`src/rtl/logic_unit_arbiter.sv`:
```
// Two-requester round-robin arbiter around a shared 32-bit bitwise logic unit.
// One operation in flight; the registered result is held until its owner takes it.

module lu_lane #(
    parameter int WIDTH = 32
) (
    input  logic [1:0]       op,
    input  logic [WIDTH-1:0] a,
    input  logic [WIDTH-1:0] b,
    output logic [WIDTH-1:0] y
);
    always_comb begin
        case (op)
            2'b00:   y = a & b;
            2'b01:   y = a | b;
            2'b10:   y = a ^ b;
            default: y = ~(a | b);
        endcase
    end
endmodule

module logic_unit_arbiter #(
    parameter int WIDTH = 32
) (
    input  logic             clock,
    input  logic             resetn,
    input  logic [1:0]       req_valid,
    output logic [1:0]       req_ready,
    input  logic [1:0]       req_op0,
    input  logic [WIDTH-1:0] req_a0,
    input  logic [WIDTH-1:0] req_b0,
    input  logic [1:0]       req_op1,
    input  logic [WIDTH-1:0] req_a1,
    input  logic [WIDTH-1:0] req_b1,
    output logic [1:0]       resp_valid,
    input  logic [1:0]       resp_ready,
    output logic [WIDTH-1:0] resp_data,
    output logic             busy
);
    typedef enum logic {IDLE, RESP} state_t;

    typedef struct packed {
        logic [1:0]       op;
        logic [WIDTH-1:0] a;
        logic [WIDTH-1:0] b;
    } lu_req_t;

    state_t                  state;
    logic                    rr;
    logic                    owner;
    lu_req_t [1:0]           req;
    logic [1:0][WIDTH-1:0]   lane_y;
    logic                    gnt_idx;

    assign req[0] = {req_op0, req_a0, req_b0};
    assign req[1] = {req_op1, req_a1, req_b1};

    // Both lanes evaluate every cycle; only the granted one is captured.
    for (genvar k = 0; k < 2; k++) begin : g_lane
        lu_lane #(.WIDTH(WIDTH)) u_lane (
            .op (req[k].op),
            .a  (req[k].a),
            .b  (req[k].b),
            .y  (lane_y[k])
        );
    end

    // Ready is held low during reset even though it is combinational.
    always_comb begin
        req_ready = 2'b00;
        if (resetn && state == IDLE) begin
            case (req_valid)
                2'b01:   req_ready = 2'b01;
                2'b10:   req_ready = 2'b10;
                2'b11:   req_ready = rr ? 2'b10 : 2'b01;
                default: req_ready = 2'b00;
            endcase
        end
    end

    assign gnt_idx = req_ready[1];
    assign busy    = (state != IDLE);

    always_ff @(posedge clock or negedge resetn) begin
        if (!resetn) begin
            state      <= IDLE;
            rr         <= 1'b0;
            owner      <= 1'b0;
            resp_valid <= 2'b00;
            resp_data  <= '0;
        end else begin
            case (state)
                IDLE: begin
                    if (|req_ready) begin
                        resp_data  <= lane_y[gnt_idx];
                        owner      <= gnt_idx;
                        resp_valid <= req_ready;
                        state      <= RESP;
                    end
                end
                RESP: begin
                    // Non-owner resp_ready is deliberately ignored.
                    if (resp_ready[owner]) begin
                        resp_valid <= 2'b00;
                        rr         <= ~owner;
                        state      <= IDLE;
                    end
                end
                default: state <= IDLE;
            endcase
        end
    end
endmodule

```
`config.mk`:
```
export PLATFORM = sky130hd
export DESIGN_NAME = logic_unit_arbiter
export DESIGN_NICKNAME = d
export VERILOG_FILES = /design/src/rtl/logic_unit_arbiter.sv
export SDC_FILE = /design/constraint.sdc
export NUM_CORES = 1
export LEC_CHECK = 0
export ABC_CLOCK_PERIOD_IN_PS = 1900
export CAP_MARGIN = 20
export CORE_MARGIN = 10
export CORE_UTILIZATION = 49
export CTS_CLUSTER_SIZE = 8
export DETAILED_ROUTE_END_ITERATION = 8
export PLACE_DENSITY = 0.88
export SLEW_MARGIN = 15
export SYNTH_ARGS = -nofsm -noshare
export SYNTH_HDL_FRONTEND = slang
export SYNTH_SLANG_ARGS = --single-unit
```
`constraint.sdc`:
```
create_clock -name clock -period 1.9 [get_ports clock]
set_input_delay 0.38 -clock clock [delete_from_list [all_inputs] [get_ports clock]]
set_output_delay 0.38 -clock clock [all_outputs]
set_load 0.005 [all_outputs]
```
==> impl_metrics.py, run 1 <==
metrics = {
    "status": {
        "status": "completed",
    },
    "yosys": {
        "yosys.area.top_type_share": 0.2882,
        "ys_types": 31,
        "synth_commonest_cells": "inv_1 (130), ha_1 (128), a21oi_1 (61), nor2_1 (61)",
        "netlist_area_um2": 5558,
        "synthMuxAreaShare": 0.1173,
        "synth_top_area_cell": "ha_1",
        "synth-main-ff-cell": "dfrtp_1",
        "synth_adder_area_share": 0.2882,
        "synthSimpleGateAreaFrac": 0.09208,
        "synth_nets": 949,
        "synth_cells": 683,
        "async_reset_ff_frac": 1.000,
        "yosysMostFrequentCell": "inv_1",
        "ys_warn_count": 0,
        "synth-seq-cells": 37,
        "synth_top_family_by_area": "adder cells",
        "synth_area_leaders": "ha_1 (29%), dfrtp_1 (17%), mux2_2 (12%)",
        "ys_seq_area_frac": 0.1666,
        "synth.avg_cell_area_um2": 8.137,
        "synth_compound_area_frac": 0.2033,
        "synth_xor_area_frac": 0,
        "synth_edf_count": 0,
    },
    "die": {
        "die_h_um": 126.5,
        "fp.coreArea_um2": 10980,
        "die_w_um": 126.5,
        "boundaryPins": 175,
        "die_area_um2": 16000,
        "placementRows": 38,
        "start_util": 0.5060,
    },
    "place": {
        "place_inst": 973,
        "place_area_um2": 7478,
        "dp_hpwl_mm": 12.19,
        "gp_congestion": 0.7891,
        "port_buffers": 174,
        "dp_slack_ps": -97.70,
    },
    "clock_tree": {
        "clkTransAtPathRegs_ps": 60,
        "cts_root_buffer": "clkbuf_16",
        "cts_buffers": 5,
        "clock_sinks": 37,
        "clock_latency_ps": 270,
        "clk_path_buf_depth": 2,
        "postCtsHoldBufs": 0,
        "tritoncts": "built",
        "htree_num_levels": 2,
    },
    "critical_path": {
        "required_ps": 1520,
        "worst-r2r-cell-count": 4,
        "crit_path_start": "req_valid[1]",
        "crit_type": "in2out",
        "cp.arrival_ps": 1380,
        "r2r_slack_ps": 500,
        "reg2reg_from": "rr",
        "cp_max_fo": 3,
        "r2r_end": "resp_data[19]",
        "cp-start-kind": "input port",
        "crit_path_end_kind": "output pin",
    },
    "timing": {
        "fmax_mhz": 567.1,
        "setup_slack_ps": 136.6,
        "rsz0062_at_grt": "false",
        "tightest_slew_ps": 508.1,
        "period_minus_slack_ps": 1763,
        "fin_worst_skew_ps": 4.127,
        "drv_slew": 0,
        "fin_crit_sh": 0.9281,
        "slew-limit-headroom": 0.6613,
        "finalHoldViolCount": 0,
        "setup_violations": 0,
    },
    "drt": {
        "drcViolationCount": 0,
        "drtAntennaViolNets": 0,
        "dr.pass1.iters": 4,
        "drt_iter0_markers": 201,
        "via_per_inst": 5.330,
        "vias": 5234,
        "wl_per_cell_um": 15.42,
        "wl_mm": 15.14,
    },
    "final_layout": {
        "fin_area_um2": 7625,
        "syn2layout_area_growth_pct": 37.19,
        "diodes": 0,
        "final_core_utilization": 0.6942,
        "drive_gt1_frac": 0.1152,
        "nets": 1107,
        "instances_no_fill": 982,
    },
    "power": {
        "ir_worst_vdd_v": 0.0007066,
        "power_density_nw_per_um2": 614.2,
        "leakage_nw": 3.857,
    },
    "global_route": {
        "grt_pass1_wl_mm": 24.92,
        "grt_pass1_vias": 5286,
        "grt_start_max_net_pins": 55,
        "grt_overflow_total": 0,
        "antenna_found_initial": 0,
        "grt_usage": 0.1813,
    },
    "worst_hold_path": {
        "min_path_type": "in2async",
    },
    "flow_run": {
        "drv_cap": 0,
    },
}
-- through the flow --
step	power (mW)	hold WS (ps)	TNS, ps
after detailed placement	3.904	465.3	-549.3
after global routing	5.050	208.7	0
after floorplan	2.430	84.41	0
after CTS	4.739	181.6	0
final	4.683	168.5	0
after global placement	3.824	468.8	-190.7
-- metal layers --
metal | share of wire | wire (µm) | track usage | vias up
met4 | 0.014 | 218 | 0.03818 | 0
li1 | - | - | - | 2641
met3 | 0.079 | 1193 | 0.05914 | 16
met1 | 0.43 | 6463 | 0.2104 | 2422
met2 | 0.48 | 7265 | 0.3174 | 155
met5 | 0 | 0 | 0 | -
-- where the power goes --
| group | internal (mW) | total (mW) | switching (mW) |
|---|---|---|---|
| registers | 1.15 | 1.36 | 0.211 |
| clock network | 0.482 | 0.804 | 0.322 |
| logic | 1.47 | 2.51 | 1.04 |
-- cell families (layout without fill, tap and decap cells) --
family                     count (synthesis)  count (layout)
AOI/OAI and AO/OA                        166             166
adders and majority gates                128             128
buffers and inverters                    176             335
DFF                                       37              37
muxes                                     58              58
and+or+nand+nor                          118             118
-- what timing repair did --
item	4_1_cts	5_1_grt
gates resized for setup	3	0
buffers inserted	1	0
setup endpoints to repair	2	0
-- how the worst max path moves through the flow --
stage / endpoint / slack [ps] / depth (start not counted)
final: req_ready[0] / 140 / 5
after detailed placement: req_ready[0] / -100 / 5
after global placement: req_ready[0] / -60 / 5
after floorplan: resp_data[4] / 500 / 5
after global routing: req_ready[0] / 60 / 5
after CTS: req_ready[0] / 140 / 5
-- cell type report --
cell class / count / area [µm²]
multi-input cells: 470 / 3909
inverters: 131 / 491.7
flip-flops and latches: 37 / 925.9
repair buffers: 196 / 1984
clock inverters: 2 / 10.01
clock buffers: 6 / 128.9
well taps: 140 / 175.2
fillers: 863 / 3358
-- registers in the layout (all words and copies together) (netlist names) --
register and cells:
resp_data 32, resp_valid 2, busy 1, owner 1, rr 1
-- critical path: stages --
cell	delay, ps
clkdlybuf4s50_1	500
nand2_1	60
nand3_1	110
inv_1	70
dlygate4sd2_1	260
-- placed cells by master, fill, tap and decap left out, drive strengths merged, types with 6 or more instances in the layout --
cell	count
mux2	57
clkdlybuf4s50	167
o221ai	28
dfrtp	37
nor2b	15
nor2	61
buf	27
a21oi	61
clkbuf	6
nand2	36
ha	128
inv	131
o21ai	6
a211oi	57
No activity file was read; power rests on OpenSTA's default activity.
==> run 2, diff against run 1 <==
Settings changed: PLACE_DENSITY 0.88 to 0.84.
==> impl_metrics.py, run 2 (same netlist as run 1, synthesis figures left out) <==
metrics = {
    "status": {
        "status": "completed",
    },
    "place": {
        "gp_congestion": 0.8844,
        "place_inst": 976,
        "port_buffers": 174,
        "dp_hpwl_mm": 13.27,
        "dp_slack_ps": -81.34,
    },
    "drt": {
        "drcViolationCount": 0,
        "wl_per_cell_um": 16.76,
        "drtAntennaViolNets": 0,
        "vias": 5419,
        "via_per_inst": 5.507,
        "wl_mm": 16.49,
        "drt_iter0_markers": 269,
        "dr.pass1.iters": 5,
    },
    "die": {
        "die_area_um2": 16000,
        "placementRows": 38,
        "die_h_um": 126.5,
        "boundaryPins": 175,
        "die_w_um": 126.5,
        "fp.coreArea_um2": 10980,
        "start_util": 0.5060,
    },
    "global_route": {
        "grt_usage": 0.1952,
        "grt_pass1_wl_mm": 26.72,
        "grt_overflow_total": 0,
        "grt_pass1_vias": 5668,
        "antenna_found_initial": 0,
        "grt_start_max_net_pins": 49,
    },
    "flow_run": {
        "drv_cap": 0,
    },
    "worst_hold_path": {
        "min_path_type": "in2async",
    },
    "timing": {
        "fin_worst_skew_ps": 4.807,
        "fin_crit_sh": 0.9187,
        "rsz0062_at_grt": "false",
        "drv_slew": 0,
        "finalHoldViolCount": 0,
        "whs_ps": 173.6,
        "tightest_slew_ps": 522.4,
        "fmax_mhz": 572.9,
        "period_minus_slack_ps": 1746,
        "setup_slack_ps": 154.4,
        "slew-limit-headroom": 0.6518,
        "setup_violations": 0,
    },
    "critical_path": {
        "crit_path_end_kind": "output pin",
        "worst-r2r-cell-count": 6,
        "cp-start-kind": "input port",
        "cpMaxStageDelayCell": "clkdlybuf4s50_1",
        "required_ps": 1520,
        "r2r_end": "resp_data[19]",
        "cp_num_buf_inv": 3,
        "path_depth": 5,
        "r2r_slack_ps": 510,
        "reg2reg_from": "busy",
        "crit_path_start": "req_valid[1]",
        "cp.arrival_ps": 1370,
        "max_stage_delay_ps": 500,
        "cp_cell_sequence": "clkdlybuf4s50_1, nand2_1, nand3_1, inv_1, dlygate4sd2_1",
        "critPathTopFamily": "buffers and inverters",
        "endpoint": "req_ready[0]",
        "crit_type": "in2out",
        "cp_max_fo": 3,
    },
    "clock_tree": {
        "cts_root_buffer": "clkbuf_16",
        "tritoncts": "built",
        "cts_buffers": 5,
        "htree_num_levels": 2,
        "clkTransAtPathRegs_ps": 60,
        "clock_sinks": 37,
        "clk_path_buf_depth": 2,
        "clock_latency_ps": 270,
    },
    "final_layout": {
        "final_common_cell": "clkdlybuf4s50_1",
        "final_core_utilization": 0.6941,
        "drive_gt1_frac": 0.1161,
        "layout_common_cells": "clkdlybuf4s50_1 (167), inv_1 (130), ha_1 (128)",
        "diodes": 0,
        "regMostFlops": "resp_data",
        "reg.largest.list": "resp_data (32), resp_valid (2)",
        "largest_reg_flops": 32,
        "syn2layout_area_growth_pct": 37.17,
        "instances_no_fill": 984,
        "nets": 1110,
    },
    "power": {
        "leakage_nw": 3.861,
        "power_density_nw_per_um2": 623.2,
        "ir_worst_vdd_v": 0.0004982,
        "fin_total_pwr_mw": 4.751,
    },
}
## run 2: repair_timing
action,CTS,global route
setup buffers,1,0
setup endpoints to repair,2,0
hold buffers,0,0
gates resized for setup,2,0
## run 2: how the worst min path moves through the flow
stage	start	end	slack (ps)	cells past startpoint
finish	resetn	owner	170	2
global placement	resp_valid[1]	resp_valid[1]	460	1
CTS	resetn	busy	190	2
floorplan	resetn	busy	80	0
detailed placement	resp_valid[0]	resp_valid[0]	460	1
global route	resetn	busy	210	2
## run 2: area by class of cell
cell class | count | area [µm²]
sequential | 37 | 925.9
multi-input combinational | 470 | 3906
inverter | 131 | 491.7
tap | 140 | 175.2
timing repair buffer | 199 | 1982
clock buffer | 7 | 142.6
fill | 815 | 3359
## run 2: power by group
part           total (mW)  switching, mW  internal (mW)  leakage, nW
sequential           1.42          0.264           1.16        0.462
clock               0.824          0.309          0.515       0.0700
combinational        2.51           1.04           1.47         3.33
## run 2: per-stage QoR
stage	cell area [µm²]	TNS [ps]
2_1_floorplan	5558	0
3_5_place_dp	7476	-906.9
6_report	7624	0
4_1_cts	7624	0
5_1_grt	7624	0
3_3_place_gp	7476	-147.0
## run 2: routing by layer
layer  global-route usage  part of all wire
met2               0.3448              0.49
met3              0.05206             0.077
met1               0.2216              0.41
met5                    0                 0
met4              0.06631             0.028
